--- src/rtl/power_level_select_if.sv ---
`default_nettype none
// +--------------------------------------------------------------------------+
// | power_level_select_if : front-panel buttons in, power mode/pulses out    |
// | Rev 1.0                                                                  |
// +--------------------------------------------------------------------------+
interface power_level_select_if;
  logic       btn_up;
  logic       btn_down;
  logic       lock;
  logic [1:0] mode;
  logic       mode_changed;
  logic       reject;

  // The panel/controller side drives the buttons and lock.
  modport master (
    output btn_up,
    output btn_down,
    output lock,
    input  mode,
    input  mode_changed,
    input  reject
  );

  modport slave (
    input  btn_up,
    input  btn_down,
    input  lock,
    output mode,
    output mode_changed,
    output reject
  );
endinterface
`default_nettype wire

--- src/rtl/power_level_select.sv ---
`default_nettype none
// +--------------------------------------------------------------------------+
// | power_level_select : debounced UP/DOWN buttons driving a 3-level power   |
// | mode FSM (01 low, 10 normal, 11 high), frozen while cooking.             |
// | Rev 1.0                                                                  |
// +--------------------------------------------------------------------------+
module power_level_select #(
  parameter int DEBOUNCE_CYCLES = 1000000,
  parameter int CNT_W           = 20
) (
  input  wire logic            clk,
  input  wire logic            reset,
  power_level_select_if.slave  bus
);

  localparam logic [CNT_W-1:0] c_CNT_MAX = CNT_W'(DEBOUNCE_CYCLES - 1);

  typedef enum logic [1:0] {
    S_BAD  = 2'b00,
    S_LOW  = 2'b01,
    S_NORM = 2'b10,
    S_HIGH = 2'b11
  } state_t;

  logic [1:0] w_raw;
  logic [1:0] w_press;

  assign w_raw = {bus.btn_down, bus.btn_up};

  for (genvar gi = 0; gi < 2; gi++) begin : g_deb
    logic             r_s1;
    logic             r_s2;
    logic             r_stable;
    logic             r_press;
    logic [CNT_W-1:0] r_cnt;

    // Press pulse fires on the same edge the debounced level rises.
    always_ff @(posedge clk) begin
      if (reset) begin
        r_s1     <= 1'b0;
        r_s2     <= 1'b0;
        r_stable <= 1'b0;
        r_press  <= 1'b0;
        r_cnt    <= '0;
      end else begin
        r_s1    <= w_raw[gi];
        r_s2    <= r_s1;
        r_press <= 1'b0;
        if (r_s2 == r_stable) begin
          r_cnt <= '0;
        end else if (r_cnt == c_CNT_MAX) begin
          r_stable <= r_s2;
          r_cnt    <= '0;
          r_press  <= r_s2;
        end else begin
          r_cnt <= r_cnt + CNT_W'(1);
        end
      end
    end

    assign w_press[gi] = r_press;
  end

  logic   w_up;
  logic   w_dn;
  state_t r_state;
  state_t w_next;
  logic   r_changed;
  logic   w_changed;
  logic   r_reject;
  logic   w_reject;

  assign w_up = w_press[0];
  assign w_dn = w_press[1];

  always_ff @(posedge clk) begin
    if (reset) begin
      r_state   <= S_NORM;
      r_changed <= 1'b0;
      r_reject  <= 1'b0;
    end else begin
      r_state   <= w_next;
      r_changed <= w_changed;
      r_reject  <= w_reject;
    end
  end

  always_comb begin
    w_next    = r_state;
    w_changed = 1'b0;
    w_reject  = 1'b0;
    if (r_state == S_BAD) begin
      // Recover from a corrupted state register regardless of input.
      w_next    = S_NORM;
      w_changed = 1'b1;
    end else if (w_up || w_dn) begin
      if (bus.lock || (w_up && w_dn)) begin
        w_reject = 1'b1;
      end else if (w_up) begin
        case (r_state)
          S_LOW:   begin w_next = S_NORM; w_changed = 1'b1; end
          S_NORM:  begin w_next = S_HIGH; w_changed = 1'b1; end
          default: w_reject = 1'b1;
        endcase
      end else begin
        case (r_state)
          S_HIGH:  begin w_next = S_NORM; w_changed = 1'b1; end
          S_NORM:  begin w_next = S_LOW;  w_changed = 1'b1; end
          default: w_reject = 1'b1;
        endcase
      end
    end
  end

  assign bus.mode         = r_state;
  assign bus.mode_changed = r_changed;
  assign bus.reject       = r_reject;

endmodule
`default_nettype wire

--- src/flat_wrapper.sv ---
// flat-port wrapper written by rule: the top's interface ports become plain ports
module power_level_select_flat 
#(
  parameter int DEBOUNCE_CYCLES = 1000000,
  parameter int CNT_W           = 20
)
  (clk, reset, bus_btn_up, bus_btn_down, bus_lock, bus_mode, bus_mode_changed, bus_reject);
  power_level_select_if bus_i ();
  input  wire logic clk;
  input  wire logic reset;
  input wire logic [$bits(bus_i.btn_up)-1:0] bus_btn_up;
  input wire logic [$bits(bus_i.btn_down)-1:0] bus_btn_down;
  input wire logic [$bits(bus_i.lock)-1:0] bus_lock;
  output wire logic [$bits(bus_i.mode)-1:0] bus_mode;
  output wire logic [$bits(bus_i.mode_changed)-1:0] bus_mode_changed;
  output wire logic [$bits(bus_i.reject)-1:0] bus_reject;
  assign bus_i.btn_up = bus_btn_up;
  assign bus_i.btn_down = bus_btn_down;
  assign bus_i.lock = bus_lock;
  assign bus_mode = bus_i.mode;
  assign bus_mode_changed = bus_i.mode_changed;
  assign bus_reject = bus_i.reject;
  power_level_select #(.DEBOUNCE_CYCLES(DEBOUNCE_CYCLES), .CNT_W(CNT_W)) u_core (.clk(clk), .reset(reset), .bus(bus_i));
endmodule
--- config.mk ---
export PLATFORM = sky130hd
export DESIGN_NAME = power_level_select_flat
export DESIGN_NICKNAME = d
export VERILOG_FILES = /design/src/rtl/power_level_select_if.sv /design/src/rtl/power_level_select.sv /design/src/flat_wrapper.sv
export SDC_FILE = /design/constraint.sdc
export NUM_CORES = 1
export LEC_CHECK = 0
export ABC_AREA = 1
export CORE_MARGIN = 2
export CORE_UTILIZATION = 35
export CTS_CLUSTER_DIAMETER = 30
export DETAILED_ROUTE_END_ITERATION = 7
export SYNTH_ARGS = -nofsm -noshare
export SYNTH_HDL_FRONTEND = slang
export SYNTH_SLANG_ARGS = --single-unit
--- constraint.sdc ---
create_clock -name clk -period 1.3 [get_ports clk]
set_input_delay 0.26 -clock clk [delete_from_list [all_inputs] [get_ports clk]]
set_output_delay 0.26 -clock clk [all_outputs]
set_load 0.1 [all_outputs]
After elaboration in Yosys (flattened, before gate mapping). Cells that the tools add are included.

Bits in registers: 52. Latch bits: 0. Bits in writable memories: 0. ROM bits: 0. Input port bits: 5. Output and inout port bits: 4. Memories: 0.

Add/subtract/negate cells: 2. Multiply operators: 0. Divide/modulo/power cells: 0. $lt $le $gt $ge: 0. Eq/ne operators: 8. Shifts and indexed selects: 0. Mux-type cells: 13. Bitwise operators: 6. Reduce and logical (&&, ||, !) cells: 16.

Operators by type and width (count): adder 20 x 1 -> 20 bit, second input constant (2); equality test 20 bit, second input constant (2); OR reduction 3 bit (5); 2-to-1 mux 1 bit (10); case mux 2 bit (2 select lines) (2); inverter 1 bit (6); OR reduction 2 bit (3); equality test 2 bit, second input constant (2); AND reduction 2 bit (2); AND reduction 4 bit (1); inequality test 3 bit, second input constant (1); nonzero test 3 bit (1); equality test 1 bit (2); equality test 2 x 1 -> 1 bit, second input constant (1); zero test 2 bit (1); logical OR 1 bit (2); 2-to-1 mux 2 bit (1); logical AND 1 bit (1).

Logic depth before layout (Yosys ltp).
Depth after elaboration: 7. Gate-level depth with buffers: 9. Depth with buffers taken out: 9.

Least setup slack after synthesis. Ideal clock, no wire load.

Path type: register -> register. Start point: reg u_core.r_state[0], in the netlist u_core.bus.mode[0]. End point: reg u_core.r_state[0], in the netlist u_core.bus.mode[0]. Library setup time: 0.067 ns. Arrival: 2.021 ns. Data required time: 1.233 ns. Setup slack: -0.788 ns. Cell stages (with the launch flop): 9. Path buffers: 0. Clock period less this slack: 2.088 ns. Cell sequence: dfxtp_1 inv_1 ha_1 inv_1 nand2_1 nand3_1 nor2_1 o21ai_0 nor2_1.

Longest elaborated chain between the ends: 3. Elaborated cells between the ends (all ways): 11. Classes of those cells: eq/ne (4); mux (3); reduce/logical (4).

Ends and longest elaborated chain: start: declaration (line power_level_select.sv:66) `state_t r_state;`; start signal: assignment (line power_level_select.sv:82) `r_state <= w_next;`; equality test 2 x 1 -> 1 bit (tied with other cells) (line power_level_select.sv:100) `case (r_state)`; inequality test 3 bit (no line) (tied with other cells); AND reduction 4 bit (no line) / 2-to-1 mux 2 bit (equally long branches).

Parallel ways exist; a longest one is shown, timed or not. The select of a mux whose other input is x is not followed. A chain may end at the register's enable or synchronous reset.

Worst setup path after layout.
Start point: reg u_core.g_deb[0].r_cnt[1]. End point: reg u_core.g_deb[0].r_press.

Longest elaborated chain between the ends: 3.

Ends and longest elaborated chain: start: declaration (line power_level_select.sv:35) `logic [CNT_W-1:0] r_cnt;`; start signal: assignment (line power_level_select.sv:56) `r_cnt <= r_cnt + CNT_W'(1);`; equality test 20 bit (line power_level_select.sv:51) `end else if (r_cnt == c_CNT_MAX) begin`; inverter 1 bit (no line); OR reduction 3 bit (no line); end signal: assignment (line power_level_select.sv:54) `r_press <= r_s2;`; end: declaration (line power_level_select.sv:34) `logic r_press;`.

Every way passes these cells.

==> results.txt <==
- Global routing's busiest layer: met2
* Clock input transition at the sequential cells of the worst setup and hold paths: approximately 0.090 ns
- Power dissipated by switching net loads: approximately 590 uW
* Run status: finished with violations
- Violations in the final reports: setup timing
* Logic gate share of total power: 0.032
* Met3 Resource Use GR: 0.0326
* Highest Clock Rate: 0.746 GHz
- The final layout contains 461 nets.
- Switching portion of total power: 0.226
* Most used DFF post-synth: sky130_fd_sc_hd__dfxtp_1
* Minimum setup slack after placement: -0.118 ns
* Area leader, netlist: sky130_fd_sc_hd__dfxtp_1
- Setup violations remaining at the end of the flow were counted as 3.
* Num rows: 31
- The H-tree generated during clock tree synthesis spans 2 levels.
- Number of ports placed on the die boundary: 9
- The number of antenna violations at the first check in global routing was 0.
- Wire length of the first global-routing pass: about 10000 um
- The floorplan step defined a die boundary enclosing 0.00826 mm^2.
- Fill cells in the final layout number 712.
- In the final routed layout, each cell accounts on average for between 10 and 15 um.
* Die Ht: 90.9 um
- Across all setup checks in the final design, the least slack found is -0.0405 ns.
- Clock skew on the completed layout was measured at 0.0209 ns.
- Int Pwr: 2.01 mW
* Clock latency at the later pin of the worst-skew pair: 0.31 ns
- Overall Global Routing Usage: 0.145
- The floorplan step defined a core boundary enclosing 0.00729 mm^2.
* Leak Pwr: 1.41 nW
- The worst hold path belongs to the class register to register.
- First-pass iteration count of the detailed router: 4
- Per-instance average area after synthesis: between 6 and 7 um^2
- For this run, asynchronously set or reset flops after synthesis account for 0.
- Ranked by instance count, the synthesized netlist is headed by 90 x sky130_fd_sc_hd__nand2_1, 90 x sky130_fd_sc_hd__nor2_1, 52 x sky130_fd_sc_hd__dfxtp_1, 45 x sky130_fd_sc_hd__inv_1, 25 x sky130_fd_sc_hd__nand3_1.
- The cell area that synthesis handed to floorplanning was 0.00264 mm^2.
- Once placement completed, the tool counted placed cells totaling between 500 and 600.
* Startpoint types: register
- In the global route stage, met1 resource usage came out at 0.173.
- Count of flip-flops with a built-in enable after synthesis: 0
- The detailed router placed 2468 vias in this run.
- The max-slew violation count is 0.
* Post-synthesis cell count: 381
* RSZ-0062 raised after global routing: true
- Sorting the synthesized cells by area gives the leading types as sky130_fd_sc_hd__dfxtp_1 39%, sky130_fd_sc_hd__nand2_1 13%, sky130_fd_sc_hd__nor2_1 13%.
- Across the run, the number of max-cap violations was 0.
- Buffers placed on the I/O ports in this run total 8.
- Entering global routing, the biggest net connects 21 pins.
- Grouping stages by cell kind, the critical path spends the most delay in simple AND/OR/NAND/NOR gates.
- By startpoint and endpoint, the worst setup path is classified as register to register.
* Slew at the pin closest to its max-slew limit: 0.332 ns
- The worst setup path is captured at a register.
- Dividing total power by cell area gives a power density of 686 mW/mm^2.
* Via count of the first global-routing pass: roughly 2400
- The area growth from synthesis to layout is 43.2%.
* Portion of the post-synthesis area used by sequential elements: 0.394
- In this design, the stage delay of the slowest critical-path cell is ~0.37 ns.
- Deepest clock path buffer count: 2
* Number of warnings printed during yosys synthesis: 0
- The share of total power dissipated in sequential elements is 0.613.
- In this run the worst path has a maximum fanout of 4.
* Starting utilization of the core area: 0.363
- Among all stages on the critical path, the largest delay is contributed by sky130_fd_sc_hd__dfxtp_4.
* Number of nets still failing antenna checks after routing: 0
- Vias per inst: 4.49
- Total count of hold-check failures in the final report: 0
* Signal arrival time at the worst endpoint: approximately 1.6 ns
- Seq cells post-synth: 52
- Traced cell by cell, the critical path runs through ha_4, nand3_4, buf_6, nor3_1, nand3b_1, nor2_1.
* Buffer cell driving the clock tree root: sky130_fd_sc_hd__clkbuf_8
* Die boundary width: 90.9 um
- Counting both buffers and inverters, the worst setup path holds a total of 1.
- 0 antenna diodes ended up in the layout.
* Worst rel slew slack: 0.778
* Clock tree from TritonCTS: done
* Finished Layout Cells: 550
- Post-DP HPWL: 4030 um
- Required time at the endpoint of the critical path: about 1.6 ns
- Overall routed net length: 6120 um
- VDD sags by at most 345 uV.
- Share of total power in the clock network: 0.355
- Final Core Density: 0.519
* # clock sinks: 52
- Synthesis produced a netlist with a net count of 392.
- Global routing finished with a remaining overflow of 0.
- Count of hold buffers inserted by post-cts repair: 0
* Gp weighted congestion: 0.859
- Met2 Use GR: 0.253
* Post-synthesis cell type count: 25
* Starting DRT DRC Count: 66
* Share of Yosys cell area claimed by the top area cell type: 0.394
- Of the available clock period, the critical path in the final layout requires 1.03.
- Clock tree synthesis inserted a total of 5 buffers.
* # DRC: 0
- Final critical-path required period: 1.34 ns
- Of the cells placed in the final design, the portion with a size suffix greater than 1 is 0.353.
## kinds of logic after synthesis
kind of cell | after synthesis | synth area share
buffers and inverters | 50 | 0.0795
adder cells (fa/ha/maj) | 6 | 0.0284
XOR/XNOR | 24 | 0.0795
flip-flops | 52 | 0.394
AO/OA/AOI/OAI | 13 | 0.0303
AND/OR/NAND/NOR | 236 | 0.389
## cell usage in the layout (no fill, tap or decap), types with 12 or more instances in the layout
cell	Yosys	layout
sky130_fd_sc_hd__dfxtp_1	52	31
sky130_fd_sc_hd__nor2_2	6	15
sky130_fd_sc_hd__inv_1	45	41
sky130_fd_sc_hd__xor2_1	17	17
sky130_fd_sc_hd__buf_4	2	49
sky130_fd_sc_hd__dfxtp_2	0	16
sky130_fd_sc_hd__nand3_1	25	17
sky130_fd_sc_hd__nor2_1	90	72
sky130_fd_sc_hd__nor2_4	3	12
sky130_fd_sc_hd__nand2_1	90	84
## tightest hold or removal path, stage by stage, from the launching register on
cell	delay (ns)
sky130_fd_sc_hd__dfxtp_1	0.31
sky130_fd_sc_hd__inv_1	0.04
sky130_fd_sc_hd__nor2_1	0.03
## layer usage
metal,vias to the layer above,wire [um]
met2,27,3010
li1,1309,-
met1,1119,2840
met5,-,0
met4,0,101
met3,13,166
## cell type report
type                            instances  area [um^2]  share of cell area
Multi-Input combinational cell        279         1670               0.442
Sequential cell                        52         1080               0.285
Timing Repair Buffer                   66          648               0.171
Inverter                               46          178              0.0469
Tap cell                               99          124              0.0327
Clock buffer                            6         72.6              0.0192
Clock inverter                          2         12.5             0.00330
## power groups by stage
stage                     clock network [mW]  logic, mW  registers, mW
final                                  0.921     0.0837           1.59
after detailed placement                   0     0.0606           1.64
after global routing                    1.02     0.0909           1.59
after global placement                     0     0.0598           1.64
after CTS                              0.954     0.0621           1.60
after floorplan                            0     0.0292           1.64
## state kept, by name (all words and copies together) (netlist names)
register                 flops
u_core.g_deb.r_s2            2
u_core.g_deb.r_press         2
u_core.g_deb.r_s1            2
u_core.bus.mode_changed      1
u_core.g_deb.r_cnt          40
u_core.g_deb.r_stable        2
u_core.bus.reject            1
u_core.bus.mode              2
## metrics by stage
step                TNS (ns)  hold slack [ns]  total power, mW  cell area, um^2
finish               -0.0603            0.415             2.60             3790
global route           -2.27            0.446             2.71             3790
CTS                  -0.0118            0.420             2.62             3380
detailed placement     -3.17            0.402             1.70             3230
global placement       -2.13            0.400             1.70             3230
floorplan             -0.192            0.331             1.67             2690
## final timing paths
kind | from | depth (start not counted) | slack, ns | end
min | u_core.g_deb[0].r_s1$_SDFF_PP0_ | 2 | 0.42 | u_core.g_deb[0].r_s2$_SDFF_PP0_
min reg2reg | u_core.g_deb[0].r_s1$_SDFF_PP0_ | 2 | 0.42 | u_core.g_deb[0].r_s2$_SDFF_PP0_
max reg2reg | u_core.g_deb[0].r_cnt[1]$_SDFF_PP0_ | 6 | -0.04 | u_core.g_deb[0].r_press$_SDFF_PP0_
max | u_core.g_deb[0].r_cnt[1]$_SDFF_PP0_ | 6 | -0.04 | u_core.g_deb[0].r_press$_SDFF_PP0_
## what timing repair did
item | CTS | global route
buffers inserted | 1 | 12
gates cloned | 0 | 4
endpoints found under the setup margin | 44 | 46
gates resized for setup | 13 | 71
pin swaps | 4 | 19
Power figures use the tool's default switching activity.
